[src/rtl/coffee_order_driver.sv]
// coffee_order_driver: turns a requested coffee type into timed active-low next/select presses.
// Latency: buttons move one edge after accept; done lands (presses+1)*(HOLD+GAP)+1 cycles after accept.
// Backpressure: req_ready is high only in IDLE; req_valid while busy is dropped, not queued.
// Optional feature macro: ORDER_CANCEL_EN adds a cancel input that aborts an order during its next presses.
module coffee_order_driver #(
  parameter int HOLD_CYCLES = 30,
  parameter int GAP_CYCLES  = 30,
  parameter int CNT_W       = 16
) (
  input  logic       clk,
  input  logic       reset,
  input  logic       req_valid,
  input  logic [1:0] req_type,
`ifdef ORDER_CANCEL_EN
  input  logic       cancel,
`endif
  output logic       req_ready,
  output logic       next_button,
  output logic       select_button,
  output logic [1:0] cur_sel,
  output logic       busy,
  output logic       done,
  output logic       err
);

  typedef enum logic [2:0] {
    IDLE,
    NEXT_LOW,
    NEXT_GAP,
    SEL_LOW,
    SEL_GAP,
    DONE
  } state_t;

  localparam logic [CNT_W-1:0] HOLD_LAST = CNT_W'(HOLD_CYCLES - 1);
  localparam logic [CNT_W-1:0] GAP_LAST  = CNT_W'(GAP_CYCLES - 1);

  state_t           state, state_nxt;
  logic [CNT_W-1:0] cnt, cnt_nxt;
  logic [1:0]       rem, rem_nxt;
  logic [1:0]       sel_nxt;
  logic             aborting, aborting_nxt;
  logic             accept;
  logic             cancel_hit;
  logic [2:0]       diff;
  logic [1:0]       presses;

  assign accept = req_valid && req_ready;

`ifdef ORDER_CANCEL_EN
  assign cancel_hit = cancel && ((state == NEXT_LOW) || (state == NEXT_GAP));
`else
  assign cancel_hit = 1'b0;
`endif

  // Number of "next" presses needed: (req_type - cur_sel) mod 3 over the three valid types
  always_comb begin
    diff    = {1'b0, req_type} + 3'd3 - {1'b0, cur_sel};
    presses = (diff >= 3'd3) ? 2'(diff - 3'd3) : diff[1:0];
  end

  // Next-state logic: hold/gap timing, remaining press count and selection mirror
  always_comb begin
    state_nxt    = state;
    cnt_nxt      = cnt + CNT_W'(1);
    rem_nxt      = rem;
    sel_nxt      = cur_sel;
    aborting_nxt = aborting;
    case (state)
      IDLE: begin
        cnt_nxt      = '0;
        aborting_nxt = 1'b0;
        // An invalid type (11) is accepted but starts nothing; err is raised separately
        if (accept && (req_type != 2'b11)) begin
          rem_nxt   = presses;
          state_nxt = (presses != 2'd0) ? NEXT_LOW : SEL_LOW;
        end
      end
      NEXT_LOW: begin
        if (cancel_hit) begin
          // Abandoned press does not count: mirror stays on the last completed press
          state_nxt    = NEXT_GAP;
          cnt_nxt      = '0;
          aborting_nxt = 1'b1;
        end else if (cnt == HOLD_LAST) begin
          state_nxt = NEXT_GAP;
          cnt_nxt   = '0;
          rem_nxt   = rem - 2'd1;
          sel_nxt   = (cur_sel == 2'd2) ? 2'd0 : cur_sel + 2'd1;
        end
      end
      NEXT_GAP: begin
        if (cancel_hit) begin
          cnt_nxt      = '0;
          aborting_nxt = 1'b1;
        end else if (cnt == GAP_LAST) begin
          cnt_nxt = '0;
          if (aborting)
            state_nxt = IDLE;
          else if (rem != 2'd0)
            state_nxt = NEXT_LOW;
          else
            state_nxt = SEL_LOW;
        end
      end
      SEL_LOW: begin
        if (cnt == HOLD_LAST) begin
          state_nxt = SEL_GAP;
          cnt_nxt   = '0;
        end
      end
      SEL_GAP: begin
        if (cnt == GAP_LAST) begin
          state_nxt = DONE;
          cnt_nxt   = '0;
        end
      end
      DONE: begin
        state_nxt = IDLE;
        cnt_nxt   = '0;
      end
      default: begin
        state_nxt = IDLE;
        cnt_nxt   = '0;
      end
    endcase
  end

  // State, counters and selection mirror
  always_ff @(posedge clk or posedge reset) begin
    if (reset) begin
      state    <= IDLE;
      cnt      <= '0;
      rem      <= '0;
      cur_sel  <= 2'd0;
      aborting <= 1'b0;
    end else begin
      state    <= state_nxt;
      cnt      <= cnt_nxt;
      rem      <= rem_nxt;
      cur_sel  <= sel_nxt;
      aborting <= aborting_nxt;
    end
  end

  // Registered outputs; buttons follow the state one edge later, cancel releases next at once
  always_ff @(posedge clk or posedge reset) begin
    if (reset) begin
      next_button   <= 1'b1;
      select_button <= 1'b1;
      req_ready     <= 1'b1;
      busy          <= 1'b0;
      done          <= 1'b0;
      err           <= 1'b0;
    end else begin
      next_button   <= !((state == NEXT_LOW) && !cancel_hit);
      select_button <= !(state == SEL_LOW);
      req_ready     <= (state_nxt == IDLE);
      busy          <= (state_nxt != IDLE);
      done          <= (state == DONE);
      err           <= accept && (req_type == 2'b11);
    end
  end

endmodule

[config.mk]
export PLATFORM = sky130hd
export DESIGN_NAME = coffee_order_driver
export DESIGN_NICKNAME = d
export VERILOG_FILES = /design/src/rtl/coffee_order_driver.sv
export SDC_FILE = /design/constraint.sdc
export NUM_CORES = 1
export LEC_CHECK = 0
export ABC_AREA = 1
export CORE_MARGIN = 2
export CORE_UTILIZATION = 51
export DETAILED_ROUTE_END_ITERATION = 16
export PLACE_DENSITY = 0.83
export SLEW_MARGIN = 20
export SYNTH_ARGS = -nofsm -noshare
export SYNTH_HDL_FRONTEND = slang
export SYNTH_SLANG_ARGS = --single-unit
export TNS_END_PERCENT = 20
[constraint.sdc]
create_clock -name clk -period 2.07 [get_ports clk]
set_input_delay 0.621 -clock clk [delete_from_list [all_inputs] [get_ports clk]]
set_output_delay 0.621 -clock clk [all_outputs]
set_load 0.02 [all_outputs]
## Word-level counts from Yosys, hierarchy flattened

Cells that the tools add are included.

- Word-level logic and storage cells: 57
- Flip-flop bits (word level): 29
- Bits of input ports: 5
- Output and inout port bits: 8

- Add/subtract/negate cells: 6
- Muxes and demuxes: 15
- $lt $le $gt $ge: 1
- Equality and inequality tests: 11
- Reductions and logical operators: 14

Operators with widths:

| cell | count |
|---|---|
| $mux 16 | 2 |
| $add 16x1->16 const B | 1 |
| $eq 16x5->1 const B | 1 |
| $mux 3 | 5 |
| $pmux 3 s5 | 1 |
| $mux 2 | 6 |
| $eq 3x2->1 const B | 2 |
| $eq 3x3->1 const B | 2 |
| $logic_not 3->1 | 2 |
| $ne 2x2->1 const B | 3 |
| $reduce_bool 2->1 | 3 |
| $eq 2x2->1 const B | 2 |
| $pmux 2 s2 | 1 |
| $reduce_or 4->1 | 1 |
| $add 2x2->3 const B | 1 |
| $eq 3x1->1 const B | 1 |
| $ge 3x2->1 const B | 1 |
| $logic_and 1x1->1 | 3 |
| $reduce_and 3->1 | 1 |
| $reduce_bool 3->1 | 1 |
| $sub 3x2->3 | 1 |
| $add 2x1->2 const B | 1 |
| $logic_not 1->1 | 2 |
| $reduce_and 2->1 | 1 |
| 2 further kinds | 2 |

## Logic depth before layout (Yosys ltp)

- Word-level depth: 9
- Mapped depth: 13
- Mapped depth without buffers: 13

## Worst setup path before layout

OpenSTA, ideal clock, no wires.

- Path type: in2reg
- From: in req_type[0]
- To: reg busy
- Stages: 11
- Arrival time: 2,064 ps
- Required time: 1,939 ps
- Path slack: -125 ps
- Library setup time: 131 ps
- Path buffers: 0
- Path through: ha_1 -> fa_1 -> ha_1 -> nor2_1 -> nand2_1 -> nand2_1 -> nand2_1 -> nand3_1 -> nand3_2 -> inv_1 -> nand3_1

- Longest elaborated chain between the ends: 9
- Elaborated cells on any way between the ends: 12
- Classes of those cells: 3 x add/sub; 1 x order compare; 1 x eq/ne; 4 x mux; 3 x reduce/logical

Ends and longest elaborated chain:

| item | line | RTL |
|---|---|---|
| from (decl) | 13 | `input logic [1:0] req_type,` |
| $add 2x2->3 | 58 | `diff = {1'b0, req_type} + 3'd3 - {1'b0, cur_sel};` |
| $sub 3x2->3 | 58 |  |
| $ge 3x2->1 or $sub 2x2->2 (tied branches) | 59 | `presses = (diff >= 3'd3) ? 2'(diff - 3'd3) : diff[1:0];` |
| $mux 2 | 59 |  |
| $reduce_bool 2->1 | 76 | `state_nxt = (presses != 2'd0) ? NEXT_LOW : SEL_LOW;` |
| $mux 2 | 76 |  |
| $mux 3 * | 74 | `if (accept && (req_type != 2'b11)) begin` |
| $pmux 3 s5 * | 69 | `case (state)` |
| named net state_nxt[1] | 38 | `state_t state, state_nxt;` |
| $reduce_bool 3->1 * | 159 | `busy <= (state_nxt != IDLE);` |
| to (signal assigned) | 159 |  |
| to (decl) | 21 | `output logic busy,` |

The timed path passes the listed nets; every way through them passes the cells marked *.
A chain may end at the register's enable or synchronous reset.

## Final worst setup path

- From: in req_type[1]
- To: reg busy

The elaborated chain is that of the path after synthesis.

==> impl_metrics.env <==
export IMPL_ys_warnings_count=0
export IMPL_gr_usage_met1_pct=25.3
export IMPL_vdd_ir_drop_max_v=0.000454
export IMPL_dieArea_sq_um=3600
export IMPL_area_growth_pct=19.1
export IMPL_htreeDepth=2
export IMPL_start_util_pct=52.8
export IMPL_core_area_sq_um=3030
export IMPL_syn_area_per_cell_sq_um=8.07
export IMPL_muxShareOfSynthArea_pct=0
export IMPL_met3_usage_pct=6.49
export IMPL_grt_busiest_layer="met2"
export IMPL_endpoint_kind="register"
export IMPL_finalClockSkew_ns=0.00838
export IMPL_grt_use_met2_pct=32.0
export IMPL_reg2regPathDepth=13
export IMPL_cts_buffer_depth=2
export IMPL_cp_arrival_ns=2.27
export IMPL_cp_max_fo=3
export IMPL_hpwl_um=2120
export IMPL_cts_buffers=5
export IMPL_drc=0
export IMPL_synth_top_family_by_area="simple AND/OR/NAND/NOR gates"
export IMPL_fmax_ghz=0.489
export IMPL_cts_sinks=29
export IMPL_synth_nets=209
export IMPL_drv_slew=0
export IMPL_cts_root_buffer="clkbuf_4"
export IMPL_r2r_end="busy"
export IMPL_ant_nets=0
export IMPL_r2r_slack_ns=0.04
export IMPL_status="finished, final reports clean"
export IMPL_fin_crit_sh_pct=98.8
export IMPL_n_fill_cell=260
export IMPL_fin_util_pct=62.9
export IMPL_wirelength_um=2900
export IMPL_rsz0062_at_grt="yes"
export IMPL_dr_pass1_iters=4
export IMPL_place_congestion=0.779
export IMPL_min_from="req_ready"
export IMPL_insertion_delay_ns=0.33
export IMPL_synth_seq_cells=29
export IMPL_synth_simple_gate_area_share_pct=33.0
export IMPL_fin_setup_tns_ns=0
export IMPL_yosysSeqAreaShare_pct=45.7
export IMPL_synth_cell_types=24
export IMPL_fin_nets=231
export IMPL_die_width_um=60.0
export IMPL_r2r_start="cur_sel[0]"
export IMPL_post_drt_wl_per_cell_um=10.9
export IMPL_tightest_slew_ns=0.359
export IMPL_leakage_nw=0.941
export IMPL_num_rows=20
export IMPL_grt_usage_pct=19.8
export IMPL_synth_xor_area_share_pct=3.29
export IMPL_cts_tree="built"
export IMPL_cp_start_kind="primary input"
export IMPL_relSlewSlack_pct=76.1
export IMPL_die_y_um=60.0
export IMPL_grt_pass1_vias=1230
export IMPL_clkTransAtPathRegs_ns=0.09
export IMPL_first_iter_violations=75
export IMPL_grt_pass1_wl_um=5250
export IMPL_overflow=0
export IMPL_place_port_buffers=12
export IMPL_synth_compound_gate_area_share_pct=5.17
export IMPL_netlist_area_sq_um=1600
export IMPL_setup_viol=0
export IMPL_worst_hold_path_endpoint="err"
export IMPL_drive_gt1_share_pct=18.6
export IMPL_syn_inst=198
export IMPL_n_antenna_cell=0
export IMPL_antenna_found_initial=0
export IMPL_hp_class="register to register"
export IMPL_max_cap_viol_count=0
export IMPL_viasPerCell=4.77
export IMPL_synth_fa_ha_area_share_pct=5.17
export IMPL_vias=1263
export IMPL_holdPathStages=2
export IMPL_fin_crit_ns=2.04
export IMPL_cts_hold_buf=0
export IMPL_grt_max_degree=30
export IMPL_critical_path_required_ns=2.29
export IMPL_finalHoldViolations=0
export IMPL_pin_count=13
export IMPL_path_class="primary input to register"
export IMPL_power_density_nw_per_um2=612
layout by cell type, fill, tap and decap left out, drive strengths merged, types with 2 or more instances in the layout:
cell,instances
a21oi,7
dfrtp,26
xor2,4
nor3b,2
clkdlybuf4s50,7
inv,33
ha,5
nand4,2
o21ai,8
dfstp,3
xnor2,2
nor3,4
clkbuf,7
nand2,43
buf,4
dlygate4sd2,4
nor2,41
nand3,16
how the worst max path moves through the flow:
stage	from	endpoint	slack, ns	cells past startpoint
after global placement	req_type[0]	busy	-0.62	12
final	req_type[1]	busy	0.03	12
after global routing	cur_sel[0]	busy	-0.05	13
after floorplan	req_type[0]	busy	-0.08	11
after detailed placement	req_type[0]	busy	-0.72	12
after CTS	req_type[0]	busy	-0.01	13
state kept, by name, summed over array words and instances, names as in the netlist:
register,count
busy,1
cnt,16
cur_sel,2
done,1
err,1
next_button,1
rem,2
req_ready,1
select_button,1
state,3
where the power goes:
part	internal [mW]	switching [mW]	leakage, nW
clock network	0.288	0.207	0.0455
logic	0.0342	0.0543	0.530
registers	0.577	0.00348	0.366
total	0.899	0.265	0.941
layer usage:
layer	wire (um)	vias to the layer above
met5	0	-
met1	1300	580
li1	-	662
met3	94	5
met2	1470	16
met4	31	0
cells by family (layout without fill, tap and decap cells):
logic type / after synthesis / after routing
compound gates: 16 / 16
xor+xnor: 6 / 6
fa+ha+maj: 6 / 6
buf+inv: 33 / 56
flops: 29 / 29
simple gates: 108 / 108
repair_timing:
action / 4_1_cts / 5_1_grt
pin swaps: 3 / 0
buffers inserted: 0 / 0
setup endpoints to repair: 8 / 4
gates resized for setup: 10 / 7
metrics by stage:
stage	cell area (sq um)	power (mW)	cells	hold slack, ns	worst slack, ns
final	1900	1.16	265	0.501	0.0259
after global placement	1810	0.675	257	0.482	-0.616
after floorplan	1620	0.644	198	0.475	-0.0843
after global routing	1900	1.21	265	0.535	-0.0541
after detailed placement	1810	0.678	257	0.483	-0.719
after CTS	1910	1.17	265	0.503	-0.0138
critical path: stages:
cell,delay [ns]
dlygate4sd2_1,0.27
fa_1,0.59
ha_2,0.21
nor2_4,0.04
nand2_2,0.08
nand2_1,0.05
nand2_1,0.08
inv_2,0.04
nand3_2,0.08
nand3_2,0.08
inv_1,0.06
nand3_1,0.06
cell type report:
class / instances / area [sq um] / share of cell area, %
clock buffer: 7 / 55.1 / 2.89
clock inverter: 1 / 30.0 / 1.58
inverter: 33 / 124 / 6.51
multi-input combinational: 136 / 777 / 40.8
sequential: 29 / 729 / 38.3
tap: 44 / 55.1 / 2.89
timing repair buffer: 15 / 133 / 6.97
cells in the mapped netlist:
master,count,area [sq um]
nand2_1,37,139
nor2_1,34,128
inv_1,32,120
dfrtp_1,26,651
nand3_1,13,65.1
o21ai_0,8,40.0
a21oi_1,7,35.0
ha_1,5,62.6
nand2_2,5,31.3
nor2_2,4,25.0
xor2_1,4,35.0
dfstp_2,3,78.8
nand3_2,3,30.0
nor2_4,3,33.8
nand4_1,2,12.5
nor3_1,2,10.0
nor3b_1,2,15.0
xnor2_1,2,17.5
fa_1,1,20.0
inv_2,1,3.75
nand2_4,1,11.3
nor3_2,1,10.0
nor3_4,1,16.3
o211ai_1,1,7.51
Power figures use the tool's default switching activity.
